File: config.mk
export PLATFORM = sky130hd
export DESIGN_NAME = dec_issue_queue_flat
export DESIGN_NICKNAME = d
export VERILOG_FILES = /design/src/rtl/dec_issue_queue_pkg.sv /design/src/rtl/dec_issue_queue_if.sv /design/src/rtl/dec_operand_sel.sv /design/src/rtl/dec_issue_queue.sv /design/src/flat_wrapper.sv
export SDC_FILE = /design/constraint.sdc
export NUM_CORES = 1
export LEC_CHECK = 0
export ABC_AREA = 1
export BUFFER_PORTS_ARGS = -buffer_cell sky130_fd_sc_hd__buf_2
export CORE_AREA = 2 2 182 184
export CTS_CLUSTER_SIZE = 14
export DETAILED_ROUTE_END_ITERATION = 6
export DIE_AREA = 0 0 184 186
export GPL_ROUTABILITY_DRIVEN = 0
export PLACE_DENSITY_LB_ADDON = 0.05
export SLEW_MARGIN = 20
export SYNTH_ARGS = -nofsm -noshare
export SYNTH_HDL_FRONTEND = slang
export SYNTH_SLANG_ARGS = --single-unit
File: constraint.sdc
create_clock -name clk -period 5.9 [get_ports clk]
set_input_delay 1.475 -clock clk [delete_from_list [all_inputs] [get_ports clk]]
set_output_delay 1.475 -clock clk [all_outputs]
set_load 0.03 [all_outputs]
File: src/rtl/dec_issue_queue_pkg.sv
// rtl/dec_issue_queue_pkg.sv - shared types, constants and fwd vector slicing for the decode issue queue
package dec_issue_queue_pkg;

    localparam int         DEC_PAYLOAD_W = 64;
    localparam logic [4:0] REG_ZERO      = 5'd0;

    typedef struct packed {
        logic [DEC_PAYLOAD_W-1:0] payload;
        logic [4:0]               src1;
        logic                     src1_en;
        logic [4:0]               src2;
        logic                     src2_en;
    } dec_entry_t;

    // Bit offset of producer idx inside a flattened fwd_dest / fwd_data vector.
    function automatic int fwd_lsb(input int idx, input int width);
        return idx * width;
    endfunction

endpackage

File: src/rtl/dec_issue_queue_if.sv
// rtl/dec_issue_queue_if.sv - fetch-side push and execute-side issue handshakes of the decode issue queue
interface dec_issue_queue_if #(
    parameter int DATA_W    = 32,
    parameter int PAYLOAD_W = 64
);
    logic                 fs_to_ds_valid;
    logic [PAYLOAD_W-1:0] fs_payload;
    logic [4:0]           fs_src1;
    logic [4:0]           fs_src2;
    logic                 fs_src1_en;
    logic                 fs_src2_en;
    logic                 ds_allowin;

    logic                 es_allowin;
    logic                 ds_to_es_valid;
    logic [PAYLOAD_W-1:0] ds_payload;
    logic [DATA_W-1:0]    ds_src1_value;
    logic [DATA_W-1:0]    ds_src2_value;

    modport master (
        output fs_to_ds_valid, fs_payload, fs_src1, fs_src2, fs_src1_en, fs_src2_en, es_allowin,
        input  ds_allowin, ds_to_es_valid, ds_payload, ds_src1_value, ds_src2_value
    );

    modport slave (
        input  fs_to_ds_valid, fs_payload, fs_src1, fs_src2, fs_src1_en, fs_src2_en, es_allowin,
        output ds_allowin, ds_to_es_valid, ds_payload, ds_src1_value, ds_src2_value
    );

endinterface

File: src/rtl/dec_operand_sel.sv
// rtl/dec_operand_sel.sv - per-source producer match, interlock and operand select (DEC_BYPASS_EN enables forwarding)
module dec_operand_sel
    import dec_issue_queue_pkg::*;
#(
    parameter int DATA_W = 32,
    parameter int N_FWD  = 3
) (
    input  logic [4:0]              src,
    input  logic                    src_en,
    input  logic [N_FWD-1:0]        fwd_we,
    input  logic [5*N_FWD-1:0]      fwd_dest,
    input  logic [DATA_W*N_FWD-1:0] fwd_data,
    input  logic [N_FWD-1:0]        fwd_pending,
    input  logic [DATA_W-1:0]       rf_rdata,
    output logic                    blocked,
    output logic [DATA_W-1:0]       value
);

    logic              used;
    logic              hit;
    logic              hit_pending;
    logic [DATA_W-1:0] hit_data;

    assign used = src_en && (src != REG_ZERO);

    // Scan oldest to youngest so the lowest matching index is the one left standing.
    always_comb begin
        hit         = 1'b0;
        hit_pending = 1'b0;
        hit_data    = '0;
        for (int i = N_FWD - 1; i >= 0; i--) begin
            if (fwd_we[i] && (fwd_dest[fwd_lsb(i, 5) +: 5] == src)) begin
                hit         = 1'b1;
                hit_pending = fwd_pending[i];
                hit_data    = fwd_data[fwd_lsb(i, DATA_W) +: DATA_W];
            end
        end
    end

`ifdef DEC_BYPASS_EN
    assign blocked = used && hit && hit_pending;
    assign value   = !used ? '0 : (hit ? hit_data : rf_rdata);
`else
    logic unused_fwd;
    assign unused_fwd = ^{hit_pending, hit_data};
    assign blocked    = used && hit;
    assign value      = used ? rf_rdata : '0;
`endif

endmodule

File: src/rtl/dec_issue_queue.sv
// rtl/dec_issue_queue.sv - in-order decode issue queue with head operand resolve, interlock and flush (DEC_BYPASS_EN)
module dec_issue_queue
    import dec_issue_queue_pkg::*;
#(
    parameter int DATA_W    = 32,
    parameter int PAYLOAD_W = 64,
    parameter int DEPTH     = 4,
    parameter int N_FWD     = 3
) (
    input  logic                         clk,
    input  logic                         reset,
    dec_issue_queue_if.slave             bus,
    output logic [4:0]                   rf_raddr1,
    output logic [4:0]                   rf_raddr2,
    input  logic [DATA_W-1:0]            rf_rdata1,
    input  logic [DATA_W-1:0]            rf_rdata2,
    input  logic [N_FWD-1:0]             fwd_we,
    input  logic [5*N_FWD-1:0]           fwd_dest,
    input  logic [DATA_W*N_FWD-1:0]      fwd_data,
    input  logic [N_FWD-1:0]             fwd_pending,
    input  logic                         flush,
    output logic [$clog2(DEPTH+1)-1:0]   ds_count,
    output logic [31:0]                  stall_cnt
);

    localparam int PTR_W = $clog2(DEPTH);
    localparam int CNT_W = $clog2(DEPTH + 1);

    if (PAYLOAD_W != DEC_PAYLOAD_W) begin : g_payload_w_check
        $error("PAYLOAD_W must equal DEC_PAYLOAD_W");
    end

    dec_entry_t       mem [DEPTH];
    dec_entry_t       head;
    dec_entry_t       in_entry;
    logic [PTR_W-1:0] wr_ptr;
    logic [PTR_W-1:0] rd_ptr;
    logic [CNT_W-1:0] count;
    logic             blk1;
    logic             blk2;
    logic             head_valid;
    logic             allowin;
    logic             issue_valid;
    logic             push;
    logic             pop;

    assign head     = mem[rd_ptr];
    assign in_entry = '{payload: bus.fs_payload,
                        src1:    bus.fs_src1, src1_en: bus.fs_src1_en,
                        src2:    bus.fs_src2, src2_en: bus.fs_src2_en};

    assign head_valid  = (count != '0);
    assign allowin     = (count < CNT_W'(DEPTH));
    assign issue_valid = head_valid && !blk1 && !blk2;
    // A flushing cycle drops the incoming push but still honours the pop execute took.
    assign push        = bus.fs_to_ds_valid && allowin && !flush;
    assign pop         = issue_valid && bus.es_allowin;

    assign bus.ds_allowin     = allowin;
    assign bus.ds_to_es_valid = issue_valid;
    assign bus.ds_payload     = head.payload;
    assign rf_raddr1          = head.src1;
    assign rf_raddr2          = head.src2;
    assign ds_count           = count;

    dec_operand_sel #(.DATA_W(DATA_W), .N_FWD(N_FWD)) u_src1 (
        .src(head.src1), .src_en(head.src1_en),
        .fwd_we(fwd_we), .fwd_dest(fwd_dest), .fwd_data(fwd_data), .fwd_pending(fwd_pending),
        .rf_rdata(rf_rdata1), .blocked(blk1), .value(bus.ds_src1_value)
    );

    dec_operand_sel #(.DATA_W(DATA_W), .N_FWD(N_FWD)) u_src2 (
        .src(head.src2), .src_en(head.src2_en),
        .fwd_we(fwd_we), .fwd_dest(fwd_dest), .fwd_data(fwd_data), .fwd_pending(fwd_pending),
        .rf_rdata(rf_rdata2), .blocked(blk2), .value(bus.ds_src2_value)
    );

    always_ff @(posedge clk) begin
        if (reset) begin
            wr_ptr    <= '0;
            rd_ptr    <= '0;
            count     <= '0;
            stall_cnt <= '0;
        end else begin
            if (flush) begin
                wr_ptr <= '0;
                rd_ptr <= '0;
                count  <= '0;
            end else begin
                if (push) wr_ptr <= wr_ptr + PTR_W'(1);
                if (pop)  rd_ptr <= rd_ptr + PTR_W'(1);
                if (push && !pop)      count <= count + CNT_W'(1);
                else if (pop && !push) count <= count - CNT_W'(1);
            end
            if (head_valid && (blk1 || blk2) && (stall_cnt != 32'hFFFF_FFFF))
                stall_cnt <= stall_cnt + 32'd1;
        end
    end

    always_ff @(posedge clk) begin
        if (push && !reset) mem[wr_ptr] <= in_entry;
    end

endmodule

File: src/flat_wrapper.sv
// flat-port wrapper written by rule: the top's interface ports become plain ports
module dec_issue_queue_flat import dec_issue_queue_pkg::*;
#(
    parameter int DATA_W    = 32,
    parameter int PAYLOAD_W = 64,
    parameter int DEPTH     = 4,
    parameter int N_FWD     = 3
)
  (clk, reset, rf_raddr1, rf_raddr2, rf_rdata1, rf_rdata2, fwd_we, fwd_dest, fwd_data, fwd_pending, flush, ds_count, stall_cnt, bus_fs_to_ds_valid, bus_fs_payload, bus_fs_src1, bus_fs_src2, bus_fs_src1_en, bus_fs_src2_en, bus_es_allowin, bus_ds_allowin, bus_ds_to_es_valid, bus_ds_payload, bus_ds_src1_value, bus_ds_src2_value);
  dec_issue_queue_if #(.DATA_W(DATA_W), .PAYLOAD_W(PAYLOAD_W)) bus_i ();
  input  logic clk;
  input  logic reset;
  output logic [4:0] rf_raddr1;
  output logic [4:0] rf_raddr2;
  input  logic [DATA_W-1:0] rf_rdata1;
  input  logic [DATA_W-1:0] rf_rdata2;
  input  logic [N_FWD-1:0] fwd_we;
  input  logic [5*N_FWD-1:0] fwd_dest;
  input  logic [DATA_W*N_FWD-1:0] fwd_data;
  input  logic [N_FWD-1:0] fwd_pending;
  input  logic flush;
  output logic [$clog2(DEPTH+1)-1:0] ds_count;
  output logic [31:0] stall_cnt;
  input wire logic [$bits(bus_i.fs_to_ds_valid)-1:0] bus_fs_to_ds_valid;
  input wire logic [$bits(bus_i.fs_payload)-1:0] bus_fs_payload;
  input wire logic [$bits(bus_i.fs_src1)-1:0] bus_fs_src1;
  input wire logic [$bits(bus_i.fs_src2)-1:0] bus_fs_src2;
  input wire logic [$bits(bus_i.fs_src1_en)-1:0] bus_fs_src1_en;
  input wire logic [$bits(bus_i.fs_src2_en)-1:0] bus_fs_src2_en;
  input wire logic [$bits(bus_i.es_allowin)-1:0] bus_es_allowin;
  output wire logic [$bits(bus_i.ds_allowin)-1:0] bus_ds_allowin;
  output wire logic [$bits(bus_i.ds_to_es_valid)-1:0] bus_ds_to_es_valid;
  output wire logic [$bits(bus_i.ds_payload)-1:0] bus_ds_payload;
  output wire logic [$bits(bus_i.ds_src1_value)-1:0] bus_ds_src1_value;
  output wire logic [$bits(bus_i.ds_src2_value)-1:0] bus_ds_src2_value;
  assign bus_i.fs_to_ds_valid = bus_fs_to_ds_valid;
  assign bus_i.fs_payload = bus_fs_payload;
  assign bus_i.fs_src1 = bus_fs_src1;
  assign bus_i.fs_src2 = bus_fs_src2;
  assign bus_i.fs_src1_en = bus_fs_src1_en;
  assign bus_i.fs_src2_en = bus_fs_src2_en;
  assign bus_i.es_allowin = bus_es_allowin;
  assign bus_ds_allowin = bus_i.ds_allowin;
  assign bus_ds_to_es_valid = bus_i.ds_to_es_valid;
  assign bus_ds_payload = bus_i.ds_payload;
  assign bus_ds_src1_value = bus_i.ds_src1_value;
  assign bus_ds_src2_value = bus_i.ds_src2_value;
  dec_issue_queue #(.DATA_W(DATA_W), .PAYLOAD_W(PAYLOAD_W), .DEPTH(DEPTH), .N_FWD(N_FWD)) u_core (.clk(clk), .reset(reset), .bus(bus_i), .rf_raddr1(rf_raddr1), .rf_raddr2(rf_raddr2), .rf_rdata1(rf_rdata1), .rf_rdata2(rf_rdata2), .fwd_we(fwd_we), .fwd_dest(fwd_dest), .fwd_data(fwd_data), .fwd_pending(fwd_pending), .flush(flush), .ds_count(ds_count), .stall_cnt(stall_cnt));
endmodule
==> metrics.yaml, run 1 <==
status: "complete, no violations"
synth.net_count: 1718
register_area_um2: 9950
syn_area_per_cell_um2: 10.3
rsz0062_at_grt: "no"
clockRootBuffer: "clkbuf_16"
worst-path-buf-inv: 3
finalSetupTns_ns: 0
cts_num_sinks: 345
grt_max_degree: 101
synth_edf_count: 304
vias_per_cell: 5.07
area_growth_pct: 21.9
drive_gt1_share_pct: 23.9
hold_violations: 0
postRouteAntennaNets: 0
path_cells: "inv_2, nand3_1, nand2_2, nand2_1, o31a_1, inv_1, nor2_1, buf_2"
cap_violations: 0
crit_type: "flip-flop to primary output"
h-tree-depth: 2
fin_util_pct: 56.4
postCtsHoldBufs: 0
die-area_um2: 34200
drv_slew: 0
synth_cell_types: 29
synthCells: 1449
cp.arrival_ns: 3.46
clk-insertion-delay-late_ns: 0.52
io_pins: 437
grt_pass1_wl_mm: 55.8
dr.pass1.iters: 4
ys_ff_latch: 345
yosysSeqAreaShare_pct: 66.8
layout_min_cycle_time_ns: 4.93
cts_buffer_depth: 3
ys_async_sr_fraction_pct: 0
start_util_pct: 46.3
port_buffers: 337
finalWirelength_mm: 36.8
cts-resized-gates: 0
min_from: "u_core.rd_ptr[0]"
nNetsFinal: 2039
grt.overflow.total: 0
fin_crit_sh_pct: 83.6
cp_num_cells: 8
critical-path-slowest-cell: "inv_1"
required_ns: 4.43
dp_hpwl_mm: 23.1
via_count: 11200
antenna_found_initial: 13
synth_flop_cell: "edfxtp_1"
die_x_um: 184
cts-buffers-inserted: 38
multi_input_area_um2: 4050
max_freq_mhz: 203
wl_per_cell_um: 16.7
finalSetupViolations: 0
ys_warn_count: 0
cp_max_fo: 32
core_area_um2: 32200
die_h_um: 186
nFillCells: 2859
cts_tree: "built"
whs_path_depth: 2
vdd_drop_max_v: 0.000261
drt_iter0_markers: 674
whs_ns: 0.488
postCtsSetupBuffers: 0
relSlewSlack_pct: 31.5
p_per_area_nw_per_um2: 299
final.setup_skew_ns: 0.0149
start_kind: "flip-flop"
grt_usage_pct: 21.1
final_cell_mix: "337 x buf_2, 304 x edfxtp_1, 289 x nor2_1"
num_rows: 66
worst_slew_pin_slew_ns: 1.03
end_kind: "primary output"
hp-class: "flip-flop to flip-flop"
critical-path-top-delay-family: "buffers and inverters"
leakage_uw: 0.00751
grt_pass1_vias: 10400
reg2regPathDepth: 19
critPathMaxStageDelay_ns: 0.62
route.detailed.drc: 0
layout_commonest_cell: "buf_2"
clkTransAtPathRegs_ns: 0.06
syn_area_um2: 14900
## cell families after synthesis
| group | Yosys count | share of synthesized area (%) |
|---|---|---|
| xor gates and xnor gates | 1 | 0.0588 |
| DFF | 345 | 66.8 |
| adders and majority gates | 7 | 0.638 |
| AOI/OAI and AO/OA | 215 | 7.83 |
| and+or+nand+nor | 650 | 18.5 |
| buffers and inverters | 231 | 6.22 |
## synth_stat cells (7+ instances only)
| cell type | instances | area, um^2 |
|---|---|---|
| dfxtp_1 | 41 | 821 |
| edfxtp_1 | 304 | 9130 |
| a21oi_1 | 7 | 35.0 |
| inv_1 | 156 | 586 |
| o21ai_0 | 140 | 701 |
| clkbuf_1 | 56 | 210 |
| nand2_2 | 11 | 68.8 |
| nand4_1 | 33 | 206 |
| o22ai_1 | 66 | 413 |
| nand3_2 | 9 | 90.1 |
| nor2_1 | 293 | 1100 |
| nand2_1 | 200 | 751 |
| nand3_1 | 83 | 415 |
| nor3_1 | 11 | 55.1 |
## metrics by stage
step / instances / power, uW / setup WS (ns) / area (um^2)
2_1_floorplan: 1449 / 3050 / 0.278 / 14900
3_3_place_gp: 2138 / 3220 / 1.44 / 17000
3_5_place_dp: 2138 / 3220 / 1.46 / 17000
4_1_cts: 2201 / 5490 / 0.909 / 18200
5_1_grt: 2206 / 5630 / 0.712 / 18200
6_report: 2208 / 5430 / 0.966 / 18200
## final cells by class
class | count | share of cell area, %
flip-flops and latches | 345 | 54.8
well taps | 408 | 2.81
repair buffers | 351 | 10.1
diodes | 7 | 0.0964
clock inverters | 16 | 1.11
clock buffers | 47 | 5.42
multi-input cells | 873 | 22.3
inverters | 161 | 3.34
## where the power goes
part / switching [uW] / internal [uW] / leakage, uW
combinational: 338 / 136 / 0.00386
clock: 903 / 1360 / 0.000575
sequential: 12.2 / 2680 / 0.00308
## final timing paths
kind / slack [ns] / to
worst max register to register: 2.14 / u_core.ds_count[2]
worst min register to register: 0.49 / u_core.rd_ptr[0]
worst min-delay path: 0.49 / u_core.rd_ptr[0]
worst max-delay path: 0.97 / bus_ds_src1_value[2]
## worst min-delay path, cell delays in order (launching register included)
cell and delay, ns:
dfxtp_1 0.33, nor2_1 0.06, nor2_1 0.07
## layer usage
layer  vias up  routed length (um)  global-route usage, %  share of wire (%)
met5         -                  65                      0               0.18
met4        12                 934                   7.04                2.5
met3        67                2490                   5.54                6.8
met2       317               18500                   38.2                 50
met1      5181               14900                   24.2                 40
li1       5608                   -                      -                  -
## flip-flops by register name, summed over array words and instances (netlist names), named ones only
| register | count |
|---|---|
| u_core.stall_cnt | 32 |
| u_core.wr_ptr | 2 |
| u_core.ds_count | 3 |
| u_core.rd_ptr | 2 |
| u_core.mem | 304 |
No activity file was read; power rests on OpenSTA's default activity.
==> run 2, diff against run 1 <==
- CORE_AREA: 2 2 182 184 -> 2 2 173 175
- DIE_AREA: 0 0 184 186 -> 0 0 175 177
- clock period: 5.9 -> 4.8 ns (I/O delays scaled with it)
==> metrics.yaml, run 2 (same netlist as run 1, synthesis figures left out) <==
port_buffers: 337  # unchanged
area_growth_pct: 21.5
crit_top_cell: "nand2_1"
status: "complete, no violations"
p_per_area_nw_per_um2: 360  # +20%
cts_buffer_depth: 3  # unchanged
clockRootBuffer: "clkbuf_16"
reg2regPathDepth: 20  # +1
clk-insertion-delay-late_ns: 0.52  # about the same
critPathMaxStageDelay_ns: 0.65  # +0.03 ns
via_count: 11300  # +1.4%
cts_tree: "built"
largest_reg_flops: 304  # unchanged
layout_commonest_cell: "buf_2"
max_freq_mhz: 224
start_util_pct: 51.0  # +4.7 points
postCtsSetupBuffers: 0  # unchanged
min_from: "u_core.rd_ptr[0]"
cts_num_sinks: 345  # unchanged
vdd_drop_max_v: 0.000329  # +26%
register_area_um2: 9950  # unchanged
drive_gt1_share_pct: 23.7  # -0.19 points
cp.arrival_ns: 3.26  # -0.20 ns
vias_per_cell: 5.18  # +2.2%
rsz0062_at_grt: "no"
cts-resized-gates: 0  # unchanged
fin_crit_sh_pct: 92.8
post-place-cells: 2122  # -0.75%
grt_max_degree: 95  # -5.9%
fin_util_pct: 61.9  # +5.5 points
final_cells: 2192  # -0.72%
dr.pass1.iters: 5  # +1
crit_type: "flip-flop to primary output"
ff2ff_setup_slack_ns: 1.37  # -0.77 ns
whs_ns: 0.486  # -0.00259 ns
antenna_found_initial: 8  # -5
nNetsFinal: 2039  # unchanged
rr_endpoint: "u_core.ds_count[2]"
postRouteAntennaNets: 0  # unchanged
final_cell_mix: "337 x buf_2, 304 x edfxtp_1, 289 x nor2_1"
postCtsHoldBufs: 0  # unchanged
finalSetupViolations: 0  # unchanged
route.detailed.drc: 0  # unchanged
die_x_um: 175  # -4.9%
end_kind: "primary output"
core_area_um2: 29200  # -9.2%
grt_pass1_vias: 10500  # +0.77%
endpoint: "bus_ds_src1_value[7]"
h-tree-depth: 2  # unchanged
worst_slew_pin_slew_ns: 1.02  # -0.00574 ns
io_pins: 437  # unchanged
finalWirelength_mm: 36.7  # -0.49%
leakage_uw: 0.00749  # -0.37%
cap_violations: 0  # unchanged
drv_slew: 0  # unchanged
die_h_um: 177  # -4.8%
relSlewSlack_pct: 31.7  # +0.14 points
die-area_um2: 31000  # -9.5%
path_cells: "inv_4, nand2_1, nand3_1, nand2_2, nand2_1, o31a_1, inv_1, nor2_1, buf_2"
grt_pass1_wl_mm: 55.9  # +0.11%
layout_min_cycle_time_ns: 4.46
clkTransAtPathRegs_ns: 0.06  # about the same
num_rows: 63  # -4.5%
drt_iter0_markers: 798  # +18%
hold_violations: 0  # unchanged
multi_input_area_um2: 4050  # unchanged
grt_usage_pct: 23.1  # +2.0 points
cts-buffers-inserted: 36  # -5.3%
wl_per_cell_um: 16.7  # +0.23%
final.setup_skew_ns: 0.0289  # +0.0140 ns
hp-class: "flip-flop to flip-flop"
grt.overflow.total: 0  # unchanged
cp_max_fo: 59  # +84%
regMostFlops: "u_core.mem"
required_ns: 3.60  # -0.83 ns
dp_hpwl_mm: 23.5  # +1.7%
nFillCells: 2427  # -15%
critical-path-slowest-cell: "inv_1"
start_kind: "flip-flop"
run 2: metal layers:
| layer | wire length, um | vias up | global-route usage, % | part of all wire [%] |
|---|---|---|---|---|
| met3 | 2460 | 77 | 5.67 | 6.7 |
| li1 | - | 5606 | - | - |
| met5 | 11 | - | 0 | 0.030 |
| met4 | 1340 | 2 | 9.10 | 3.7 |
| met1 | 14700 | 5324 | 27.4 | 40 |
| met2 | 18100 | 336 | 40.5 | 49 |
run 2: power breakdown:
group | switching, uW | leakage, uW | internal, uW
Sequential | 12.0 | 0.00308 | 3300
Combinational | 425 | 0.00388 | 168
Clock | 1080 | 0.000527 | 1540
Total | 1520 | 0.00749 | 5000
run 2: worst max-delay path, delay by kind of cell, from the launching register on:
kind                   cells  cell delay (ns)
buffers and inverters      3             1.17
AO/OA/AOI/OAI              1             0.29
flip-flops                 1             0.54
AND/OR/NAND/NOR            5             0.71
run 2: worst min path at each step:
stage,slack (ns),endpoint,cells after the start
2_1_floorplan,0.45,flip-flop,2
3_3_place_gp,0.47,u_core.rd_ptr[0],2
3_5_place_dp,0.47,flip-flop,2
4_1_cts,0.49,u_core.rd_ptr[0],2
5_1_grt,0.51,u_core.rd_ptr[0],2
6_report,0.49,u_core.rd_ptr[0],2
run 2: area by class of cell:
type / instances / share of cell area (%)
Clock inverter: 19 / 0.947
Inverter: 161 / 3.35
Multi-Input combinational cell: 873 / 22.4
Sequential cell: 345 / 55.0
Antenna cell: 7 / 0.0968
Timing Repair Buffer: 353 / 10.4
Tap cell: 390 / 2.70
Clock buffer: 44 / 5.14
run 2: per-stage QoR:
step | TNS (ns) | total power (uW) | worst slack, ns | cell area (um^2)
after global routing | 0 | 6750 | 0.0810 | 18100
after global placement | 0 | 3960 | 0.935 | 17000
final | 0 | 6520 | 0.345 | 18100
after floorplan | -166.23 | 3740 | -0.547 | 14900
after CTS | 0 | 6580 | 0.308 | 18100
after detailed placement | 0 | 3970 | 0.854 | 17000
==> run 3, diff against run 2 <==
- ABC_AREA: 1 -> not set
- CORE_AREA: 2 2 173 175 -> 2 2 169 171
- DIE_AREA: 0 0 175 177 -> 0 0 171 173
==> metrics.yaml, run 3 <==
syn_area_um2: 13900  # -6.6%
critical-path-slowest-cell: "mux4_1"
postRouteAntennaNets: 0  # unchanged
leakage_uw: 0.00626  # -16%
nNetsFinal: 1387  # -32%
endpoint: "bus_ds_to_es_valid"
die_x_um: 171  # -2.3%
cap_violations: 0  # unchanged
grt_max_degree: 77  # -19%
start_kind: "flip-flop"
cp_max_fo: 33  # -44%
postCtsSetupBuffers: 0  # unchanged
synth_commonest_cells: "304 x edfxtp_1, 73 x mux4_2, 71 x and2_1"
yosysMostFrequentCell: "edfxtp_1"
ys_warn_count: 0  # unchanged
end_kind: "primary output"
grt_pass1_wl_mm: 45.5  # -18%
final_area_um2: 17200  # -4.8%
wl_met3_mm: 2.53  # +2.6%
p_per_area_nw_per_um2: 378  # +5.0%
hold_violations: 0  # unchanged
relSlewSlack_pct: 36.5  # +4.8 points
cts-resized-gates: 0  # unchanged
met2_length_mm: 15.0  # -17%
h-tree-depth: 2  # unchanged
vias_per_cell: 5.25  # +1.4%
syn_area_per_cell_um2: 18.2  # +77%
dpl_cell_area_um2: 16000  # -5.5%
ys_ff_latch: 345  # unchanged
vdd_drop_max_v: 0.000310  # -5.7%
cts_tree: "built"
area_growth_pct: 23.9
num_rows: 61  # -3.2%
max_freq_mhz: 216  # -3.7%
critPathMaxStageDelay_ns: 0.77  # +0.12 ns
ff2ff_setup_slack_ns: 0.97  # -0.40 ns
finalWirelength_mm: 30.6  # -17%
cts-buffers-inserted: 37  # +2.8%
fin_crit_sh_pct: 96.4  # +3.5 points
die_h_um: 173  # -2.3%
rsz0062_at_grt: "no"
route.detailed.drc: 0  # unchanged
worst_slew_pin_slew_ns: 0.944  # -0.0767 ns
largest_reg_flops: 304  # unchanged
required_ns: 3.60  # about the same
start_util_pct: 50.4  # -0.59 points
dr.pass1.iters: 6  # +1
hp-class: "flip-flop to flip-flop"
yosysTopAreaCellShare_pct: 65.6  # +4.3 points
wl_per_cell_um: 20.0  # +20%
grt_pass1_vias: 7763  # -26%
rr_endpoint: "u_core.ds_count[2]"
io_pins: 437  # unchanged
synth_flop_cell: "edfxtp_1"
clk-insertion-delay-late_ns: 0.52  # about the same
regMostFlops: "u_core.mem"
drv_slew: 0  # unchanged
postCtsHoldBufs: 0  # unchanged
synth.area.top_cells: "edfxtp_1 66%, mux4_2 12%, dfxtp_1 5.9%"
layout_commonest_cell: "buf_2"
clockRootBuffer: "clkbuf_16"
clkTransAtPathRegs_ns: 0.06  # about the same
path_cells: "mux4_1, or4_1, o21a_2, o31ai_4, nand2_4, nor2_1, buf_2"
die-area_um2: 29600  # -4.5%
reg2regPathDepth: 11  # -45%
antenna_found_initial: 8  # unchanged
core_area_um2: 27600  # -5.5%
top_layer: "met5"
crit_type: "flip-flop to primary output"
fin_util_pct: 62.4  # +0.46 points
synth.net_count: 1034  # -40%
cts_buffer_depth: 3  # unchanged
drive_gt1_share_pct: 43.2  # +20 points
cts_num_sinks: 345  # unchanged
grt_usage_pct: 20.5  # -2.6 points
status: "complete, no violations"
wl_met1_mm: 11.8  # -20%
dp_hpwl_mm: 20.3  # -14%
synth_edf_count: 304  # unchanged
via_count: 8006  # -29%
ys_async_sr_fraction_pct: 0  # unchanged
drt_iter0_markers: 468  # -41%
cp.arrival_ns: 3.43  # +0.17 ns
synth_cell_types: 50  # +72%
yosysSeqAreaShare_pct: 71.5  # +4.7 points
final_cell_mix: "337 x buf_2, 304 x edfxtp_1, 73 x mux4_2"
synth_largest_area_cell: "edfxtp_1"
port_buffers: 337  # unchanged
final.setup_skew_ns: 0.0117  # -0.0172 ns
grt.overflow.total: 0  # unchanged
finalSetupTns_ns: 0  # unchanged
finalSetupViolations: 0  # unchanged
synthCells: 765  # -47%
layout_min_cycle_time_ns: 4.63  # +0.170 ns
-- run 3: through the flow --
step                      power [uW]  hold WS (ns)  instances  setup WS (ns)
after global placement          3860         0.475       1457          0.685
after CTS                       6590         0.495       1523          0.109
after detailed placement        3860         0.475       1457          0.647
after floorplan                 3670         0.453        765          0.698
after global routing            6750         0.529       1526       0.000546
final                           6520         0.495       1526          0.174
-- run 3: worst min-delay path by stage --
stage                         startpoint              endpoint  slack (ns)  depth (start not counted)
finish                  u_core.rd_ptr[1]             flip-flop        0.49                          2
global route        u_core.stall_cnt[18]  u_core.stall_cnt[18]        0.53                          2
CTS                     u_core.rd_ptr[1]             flip-flop        0.50                          2
detailed placement      u_core.rd_ptr[1]             flip-flop        0.48                          2
global placement        u_core.rd_ptr[1]             flip-flop        0.47                          2
floorplan               u_core.rd_ptr[1]             flip-flop        0.45                          2
-- run 3: cell type report --
class                      count  area, um^2
multi-input combinational    375        3760
antenna                        3        7.51
clock buffer                  47         985
clock inverter                19         191
inverter                      12        45.0
sequential                   345        9960
tap                          378         473
fill                        2099       10400
timing repair buffer         347        1810
-- run 3: critical path, delay by kind of cell, from the launching register on --
| family | cells | cell delay [ns] |
|---|---|---|
| simple gates | 3 | 0.72 |
| compound gates | 2 | 0.59 |
| buf+inv | 1 | 0.21 |
| flops | 1 | 0.61 |
| mux | 1 | 0.77 |
-- run 3: layer usage --
layer	vias up	GRT usage, %
met2	275	33.9
li1	3730	-
met5	-	0
met4	8	7.70
met3	66	6.61
met1	3927	25.2
-- run 3: cell families after synthesis --
family,after synthesis,share of synthesized area (%)
buffers and inverters,45,1.52
AND/OR/NAND/NOR,191,7.85
multiplexers,88,13.3
XOR/XNOR,37,2.33
flip-flops,345,71.5
AO/OA/AOI/OAI,52,2.77
adder cells (fa/ha/maj),7,0.683
-- run 3: power breakdown --
group          leakage (uW)  total, uW  internal (uW)  switching, uW
combinational       0.00263        488            183            305
clock              0.000560       2720           1620           1100
sequential          0.00308       3310           3290           13.1
